==> config.mk <==
export PLATFORM = sky130hd
export DESIGN_NAME = sync_fpm
export DESIGN_NICKNAME = d
export VERILOG_FILES = /design/src/rtl/fpm_pkg.sv /design/src/rtl/fpm_core.sv /design/src/rtl/sync_fpm.sv
export SDC_FILE = /design/constraint.sdc
export NUM_CORES = 2
export LEC_CHECK = 0
export BUFFER_PORTS_ARGS = -buffer_cell sky130_fd_sc_hd__buf_2
export CORE_MARGIN = 2
export CORE_UTILIZATION = 50
export CTS_BUF_LIST = sky130_fd_sc_hd__clkbuf_4 sky130_fd_sc_hd__clkbuf_8 sky130_fd_sc_hd__clkbuf_16
export DETAILED_ROUTE_END_ITERATION = 10
export PLACE_DENSITY_LB_ADDON = 0.1
export REMOVE_ABC_BUFFERS = 1
export SKIP_CTS_REPAIR_TIMING = 1
export SLEW_MARGIN = 20
export SYNTH_ARGS = -nofsm -noshare
export SYNTH_HDL_FRONTEND = slang
export SYNTH_SLANG_ARGS = --single-unit
==> constraint.sdc <==
create_clock -name clk -period 13.9 [get_ports clk]
set_input_delay 0 -clock clk [delete_from_list [all_inputs] [get_ports clk]]
set_output_delay 0 -clock clk [all_outputs]
set_load 0.02 [all_outputs]
==> src/rtl/fpm_pkg.sv <==
// ============================================================================
//  Module      : fpm_pkg
//  Description : Shared binary32 types and constants for the sync_fpm multiplier.
//  Revision    : 1.0 - initial release
// ============================================================================
`default_nettype none

package fpm_pkg;

    typedef struct packed {
        logic        sign;
        logic [7:0]  exp;
        logic [22:0] frac;
    } fp32_t;

    localparam int          BIAS     = 127;
    localparam logic [7:0]  EXP_MAX  = 8'hFF;
    localparam logic [31:0] QNAN     = 32'h7FC0_0000;
    localparam logic [31:0] POS_ZERO = 32'h0000_0000;

    function automatic logic [31:0] signed_inf(input logic sign);
        return {sign, EXP_MAX, 23'h0};
    endfunction

endpackage

`default_nettype wire

==> src/rtl/fpm_core.sv <==
// ============================================================================
//  Module      : fpm_core
//  Description : Combinational binary32 multiply: unpack, special decode,
//                24x24 multiply, normalize, round, pack.
//                Macro SYNC_FPM_ROUND_NEAREST_EN selects round-to-nearest-even;
//                otherwise the result is truncated.
//  Revision    : 1.0 - initial release
// ============================================================================
`default_nettype none

module fpm_core
    import fpm_pkg::*;
(
    input  logic [31:0] a_i,
    input  logic [31:0] b_i,
    output logic [31:0] result_o
);

`ifdef SYNC_FPM_ROUND_NEAREST_EN
    localparam bit ROUND_NEAREST = 1'b1;
`else
    localparam bit ROUND_NEAREST = 1'b0;
`endif

    localparam logic signed [9:0] BIAS_S10 = 10'(BIAS);

    fp32_t              w_a;
    fp32_t              w_b;
    logic               w_sign;
    logic               w_a_zero, w_b_zero;
    logic               w_a_inf,  w_b_inf;
    logic               w_a_nan,  w_b_nan;
    logic [23:0]        w_man_a,  w_man_b;
    logic [47:0]        w_mprod;
    logic               w_norm_hi;
    logic [22:0]        w_frac_pre;
    logic               w_guard, w_rnd, w_sticky;
    logic               w_round_up;
    logic [23:0]        w_frac_sum;
    logic signed [9:0]  w_exp_pre;
    logic signed [9:0]  w_exp_fin;

    assign w_a    = a_i;
    assign w_b    = b_i;
    assign w_sign = w_a.sign ^ w_b.sign;

    // Exponent 0 covers both zero and denormal encodings; denormals are flushed.
    assign w_a_zero = (w_a.exp == 8'h00);
    assign w_b_zero = (w_b.exp == 8'h00);
    assign w_a_inf  = (w_a.exp == EXP_MAX) && (w_a.frac == 23'h0);
    assign w_b_inf  = (w_b.exp == EXP_MAX) && (w_b.frac == 23'h0);
    assign w_a_nan  = (w_a.exp == EXP_MAX) && (w_a.frac != 23'h0);
    assign w_b_nan  = (w_b.exp == EXP_MAX) && (w_b.frac != 23'h0);

    assign w_man_a = {1'b1, w_a.frac};
    assign w_man_b = {1'b1, w_b.frac};
    assign w_mprod = {24'h0, w_man_a} * {24'h0, w_man_b};

    // Leading one sits at bit 47 or 46; pick the field below it.
    assign w_norm_hi  = w_mprod[47];
    assign w_frac_pre = w_norm_hi ? w_mprod[46:24] : w_mprod[45:23];
    assign w_guard    = w_norm_hi ? w_mprod[23]    : w_mprod[22];
    assign w_rnd      = w_norm_hi ? w_mprod[22]    : w_mprod[21];
    assign w_sticky   = w_norm_hi ? (|w_mprod[21:0]) : (|w_mprod[20:0]);

    assign w_round_up = ROUND_NEAREST & w_guard & (w_rnd | w_sticky | w_frac_pre[0]);

    assign w_exp_pre = $signed({2'b00, w_a.exp}) + $signed({2'b00, w_b.exp})
                     - BIAS_S10 + $signed({9'b0, w_norm_hi});

    // A rounding carry leaves the low 23 bits zero and bumps the exponent.
    assign w_frac_sum = {1'b0, w_frac_pre} + {23'h0, w_round_up};
    assign w_exp_fin  = w_exp_pre + $signed({9'b0, w_frac_sum[23]});

    always_comb begin
        result_o = POS_ZERO;
        if (w_a_nan || w_b_nan) begin
            result_o = QNAN;
        end else if ((w_a_inf && w_b_zero) || (w_b_inf && w_a_zero)) begin
            result_o = QNAN;
        end else if (w_a_inf || w_b_inf) begin
            result_o = signed_inf(w_sign);
        end else if (w_a_zero || w_b_zero) begin
            result_o = POS_ZERO;
        end else if (w_exp_fin >= 10'sd255) begin
            result_o = signed_inf(w_sign);
        end else if (w_exp_fin <= 10'sd0) begin
            result_o = POS_ZERO;
        end else begin
            result_o = {w_sign, w_exp_fin[7:0], w_frac_sum[22:0]};
        end
    end

endmodule

`default_nettype wire

==> src/rtl/sync_fpm.sv <==
// ============================================================================
//  Module      : sync_fpm
//  Description : Two-stage pipelined binary32 multiplier (operand registers,
//                combinational core, result register). Rounding mode is
//                selected by macro SYNC_FPM_ROUND_NEAREST_EN (see fpm_core).
//  Revision    : 1.0 - initial release
// ============================================================================
`default_nettype none

module sync_fpm
    import fpm_pkg::*;
(
    input  logic        clk,
    input  logic        rst,
    input  logic [31:0] A,
    input  logic [31:0] B,
    output logic [31:0] product
);

    logic [31:0] a_q;
    logic [31:0] b_q;
    logic [31:0] product_d;

    always_ff @(posedge clk) begin
        if (rst) begin
            a_q     <= POS_ZERO;
            b_q     <= POS_ZERO;
            product <= POS_ZERO;
        end else begin
            a_q     <= A;
            b_q     <= B;
            product <= product_d;
        end
    end

    fpm_core u_core (
        .a_i      (a_q),
        .b_i      (b_q),
        .result_o (product_d)
    );

endmodule

`default_nettype wire

Word level (Yosys, flattened, before mapping)
Cells that the tools add are included.
{"block": "word_totals", "ff_bits": 96, "word_cells": 39}
{"block": "classes", "addsub": 3, "mul": 1, "magnitude_cmp": 2, "n_eq_ne": 2, "mux": 7, "bitwise": 1, "n_reduce_logical": 18}
{"op": "32-bit two-way mux", "count": 4}
{"op": "31-bit two-way mux", "count": 2}
{"op": "24-bit by 24-bit multiplier with 48-bit output", "count": 1}
{"op": "23-bit zero test", "count": 2}
{"op": "23-bit nonzero test", "count": 2}
{"op": "23-bit two-way mux", "count": 1}
{"op": "8-bit == test (second input constant)", "count": 2}
{"op": "8-bit zero test", "count": 2}
{"op": "10-bit by 2-bit adder with 10-bit output", "count": 1}
{"op": "10-bit by 9-bit greater-or-equal comparator with 1-bit output (second input constant)", "count": 1}
{"op": "10-bit by 1-bit <= comparator with 1-bit output (second input constant)", "count": 1}
{"op": "10-bit by 8-bit subtractor with 10-bit output (second input constant)", "count": 1}
{"op": "8-bit by 8-bit adder with 9-bit output", "count": 1}
{"op": "7-bit OR reduction", "count": 1}
{"op": "1-bit logical AND", "count": 6}
{"op": "1-bit logical OR", "count": 4}
{"op": "3-bit OR reduction", "count": 1}
{"op": "1-bit XOR", "count": 1}

Longest topological paths before layout
{"block": "logic_depth", "ltp_word": 10, "depth_mapped": 40, "depth_no_buf": 36}

By module
Synthesis repeated with hierarchy kept, for this count alone.
{"block": "unflattened", "hier_cells": 2483, "area_unflattened_um2": 22210.1}
{"module": "fpm_core", "n_inst": 1, "cells_per_inst": 2281, "area_per_inst_um2": 19610.1, "seq_area_each_um2": 0.0}
{"module": "sync_fpm", "n_inst": 1, "cells_per_inst": 202, "area_per_inst_um2": 2600.0, "seq_area_each_um2": 1921.8}

Least setup slack after synthesis
OpenSTA, ideal clock, no wires.
{"block": "synth_timing", "path_kind": "register to register", "start": "reg a_q[13]", "end": "reg product[0]", "setup_time_ps": 114, "arrival_ps": 8878, "required_ps": 13786, "path_slack_ps": 4907, "path_stages_with_launch": 40, "cell_sequence": "dfxtp_1 -> clkbuf_1 -> nand2_1 -> fa_1 -> inv_1 -> fa_1 -> inv_1 -> fa_1 -> inv_1 -> fa_1 -> inv_1 -> fa_1 -> inv_1 -> fa_1 -> inv_1 -> fa_1 -> inv_1 -> ha_1 -> [4 not listed] -> a41o_1 -> a31oi_4 -> o21ai_2 -> a211oi_2 -> buf_6 -> buf_6 -> ha_1 -> inv_1 -> ha_1 -> or4_1 -> a21o_1 -> a2111oi_4 -> a21oi_1 -> a31oi_1 -> or2_2 -> or3_4 -> buf_6 -> nor2_1"}
{"block": "synth_via", "elab_chain_cells": 5, "elab_cells_between_ends": 14}
{"item": "start, declared", "line_no": "sync_fpm.sv:20", "text": "logic [31:0] a_q;"}
{"item": "start signal, assigned", "line_no": "sync_fpm.sv:26", "text": "a_q <= POS_ZERO;"}
{"item": "start signal, assigned", "line_no": "sync_fpm.sv:30", "text": "a_q <= A;"}
{"item": "branches (longest 5 deep; another with 24-bit by 24-bit multiplier with 48-bit output)"}
{"item": "end signal, assigned", "line_no": "sync_fpm.sv:32", "text": "product <= product_d;"}
{"item": "end, declared", "line_no": "sync_fpm.sv:17", "text": "output logic [31:0] product"}
Several ways; the timed one is not identified.
A chain may end at the register's enable or synchronous reset.

Worst setup path in the final report
{"block": "layout_timing", "start": "reg b_q[8]", "end": "reg product[21]"}
{"block": "layout_via", "elab_chain_cells": 5, "elab_cells_between_ends": 14}
{"item": "start, declared", "line_no": "sync_fpm.sv:21", "text": "logic [31:0] b_q;"}
{"item": "start signal, assigned", "line_no": "sync_fpm.sv:27", "text": "b_q <= POS_ZERO;"}
{"item": "start signal, assigned", "line_no": "sync_fpm.sv:31", "text": "b_q <= B;"}
{"item": "branches (longest 5 deep; another with 24-bit by 24-bit multiplier with 48-bit output)"}
Several ways; the timed one is not identified.

==> results.txt <==
Final GP Congestion = 0.873
Clock-pin slew on the worst setup and hold paths = 0.07 ns
Chip height = 212 um
Cell taking the most area after synthesis = fa_1
First drt pass iteration count = 6
Register area share after synthesis = 0.0889
Worst-Skew Late Latency = 0.37 ns
Vias per Instance = 5.25
Max VDD drop = 0.106 mV
Mapped Cells = 2,386
Critical Path RT = 14.12 ns
CP Launch Type = register
Vias = 16,200
Peak Freq = 91.7 MHz
Initial antenna violation count = 1
Fin crit period = 10.90 ns
Max incr delay on CP = 0.84 ns
Top cells by area, synth = fa_1, ha_1, inv_1
Count leader, synth = inv_1
Max-cap violation count = 0
RSZ-0062 raised after global routing = no
Vias in the first global route = 18,200
Antenna cells = 0
Asr flop ratio synth = 0
Die area = 44,900 um2
DR iter-0 viols = 1,014
Seq cells post-synth = 96
Setup Skew = 0.0137 ns
GR Util All Layers = 0.291
Synth top area share = 0.446
Sw Pwr = 1.30 mW
Largest net degree at the start of global routing = 72
Clock H-tree levels = 3
RR Startpoint = b_q[8]
Post-synthesis cell type count = 65
Top cells by count, synth = inv_1, fa_1, nand2_1
Area Overhead vs Synth = 9.64%
Routed WL = 60.8 mm
Complex-gate fraction of the synthesized area = 0.0468
Leakage = 12.0 nW
DPL Wire Length = 44.8 mm
Clock group share of total power = 0.104
Cell Rows = 76
Final #Nets = 3,229
CP Max Fanout = 29
# fillers = 3,997
Actual slew at the worst max-slew pin = 1.14 ns
Wire length per cell = 19.7 um
Worst Setup End Kind = register
Die W = 212 um
HP Class = primary input to register
Final WS setup = 3.00 ns
CTS tree = done
Comb power frac = 0.771
Clk buf depth = 2
Grt total ovfl = 0
Switch share = 0.520
First-pass GRT wire length = 98.3 mm
Top-level I/O count = 98
Flop pwr share = 0.125
Register Area = 1920 um2
Clock sinks = 96
Core area = 42,900 um2
Slew Limit Headroom = 0.236
Initial Util = 0.504
Post-synth EDFFs = 0
Syn. warnings = 0
PD cells = 105 nW/um2
Int Pwr = 1.20 mW
Crit path to = product[21]
Pre-CTS setup slack = 3.10 ns
Setup slack, reg-to-reg = 3.00 ns
# setup viols final = 0
Largest family of logic cells by synthesized area = adder cells
Ys flop type = dfxtp_1
Final Cycle Share = 0.784
Critical R2R Capture = product[21]
Status = finished, final reports clean
Area occupied by multi-input gates = 17,100 um2
Worst Setup SP = b_q[8]
Hold Fails Final Rpt = 0
PortBufs = 97
CTS buffer count = 9
Xor and xnor area share after synthesis = 0.0140
Mux cell area share after synthesis = 0.00833
Root Buffer = clkbuf_16
Synth Area per Inst = 9.06 um2
Share of cells above drive strength 1 = 0.0686
Final setup TNS = 0 ns
Reg2Reg Depth = 36
Post-route ant nets = 0
Arrival time at the worst endpoint = 11.12 ns
Setup CP Type = register to register
Max-slew violation count = 0
Synth Area in Adders = 0.550
DRC Markers = 0
Synthesized cell area = 21,600 um2
Post-Synth Simple-Gate Area = 0.174
CP max-delay cell = dfxtp_1
-- cell families after synthesis --
family | count (synthesis)
buf+inv | 671
simple gates | 756
fa+ha+maj | 661
mux | 18
flops | 96
compound gates | 152
xor+xnor | 32
-- layer usage --
metal / routed length [um] / vias up / GRT usage
li1: - / 7267 / -
met1: 24500 / 8328 / 0.365
met2: 30500 / 509 / 0.513
met3: 3360 / 133 / 0.0323
met4: 2520 / 0 / 0.115
met5: 0 / - / 0
-- worst max-delay path, delay by kind of cell (launching register included) --
kind / cells / cell delay [ns]
and+or+nand+nor: 4 / 1.31
buffers and inverters: 9 / 1.47
AOI/OAI and AO/OA: 13 / 2.88
adders and majority gates: 10 / 4.19
DFF: 1 / 0.84
-- worst min path at each step --
stage | endpoint | slack (ns) | start | cells after the start
finish | b_q[22] | 0.24 | rst | 3
global route | b_q[16] | 0.30 | rst | 3
CTS | b_q[10] | -0.18 | B[10] | 2
detailed placement | b_q[22] | 0.21 | B[22] | 2
global placement | b_q[19] | 0.21 | B[19] | 2
floorplan | product[28] | 0.07 | rst | 1
-- power groups by stage --
stage	Clock (mW)	Combinational, mW	Sequential [mW]
after floorplan	0	1.33	0.352
after global placement	0	1.88	0.317
after detailed placement	0	1.90	0.317
after CTS	0.267	1.92	0.311
after global routing	0.276	2.20	0.313
final	0.260	1.92	0.311
-- cell type report --
type / instances / share of cell area
Multi-Input combinational cell: 1619 / 0.723
Inverter: 570 / 0.0903
Sequential cell: 96 / 0.0811
Timing Repair Buffer: 206 / 0.0618
Tap cell: 585 / 0.0309
Clock buffer: 10 / 0.0101
Clock inverter: 5 / 0.00264
-- flip-flops by register name, indices dropped and copies added (netlist names) --
register and flops:
a_q 32, b_q 32, product 32
-- layout by cell type (no fill, tap or decap), drive strengths merged, types with 9 or more instances in the layout --
| cell type | instances |
|---|---|
| clkbuf | 10 |
| a21o | 14 |
| xor2 | 14 |
| buf | 142 |
| o21ai | 29 |
| nor2 | 79 |
| nand2 | 314 |
| fa | 482 |
| and2 | 218 |
| nor2b | 66 |
| a21oi | 50 |
| mux2i | 18 |
| a211oi | 9 |
| inv | 570 |
| nand4 | 10 |
| dlygate4sd3 | 64 |
| xnor2 | 17 |
| nor4 | 17 |
| nand3 | 18 |
| o21a | 9 |
| ha | 179 |
| nor3 | 9 |
| dfxtp | 96 |
-- per-stage QoR --
| stage | std cells | utilization | power, mW | hold WS, ns | instance area, um2 |
|---|---|---|---|---|---|
| after floorplan | 2285 | - | 1.68 | 0.0691 | 21200 |
| after global placement | 3012 | 0.531 | 2.20 | 0.207 | 22800 |
| after detailed placement | 3012 | 0.531 | 2.22 | 0.212 | 22800 |
| after CTS | 3027 | 0.538 | 2.50 | -0.179 | 23100 |
| after global routing | 3091 | 0.553 | 2.79 | 0.297 | 23700 |
| final | 3091 | 0.553 | 2.50 | 0.240 | 23700 |
No activity file was read; power rests on OpenSTA's default activity.
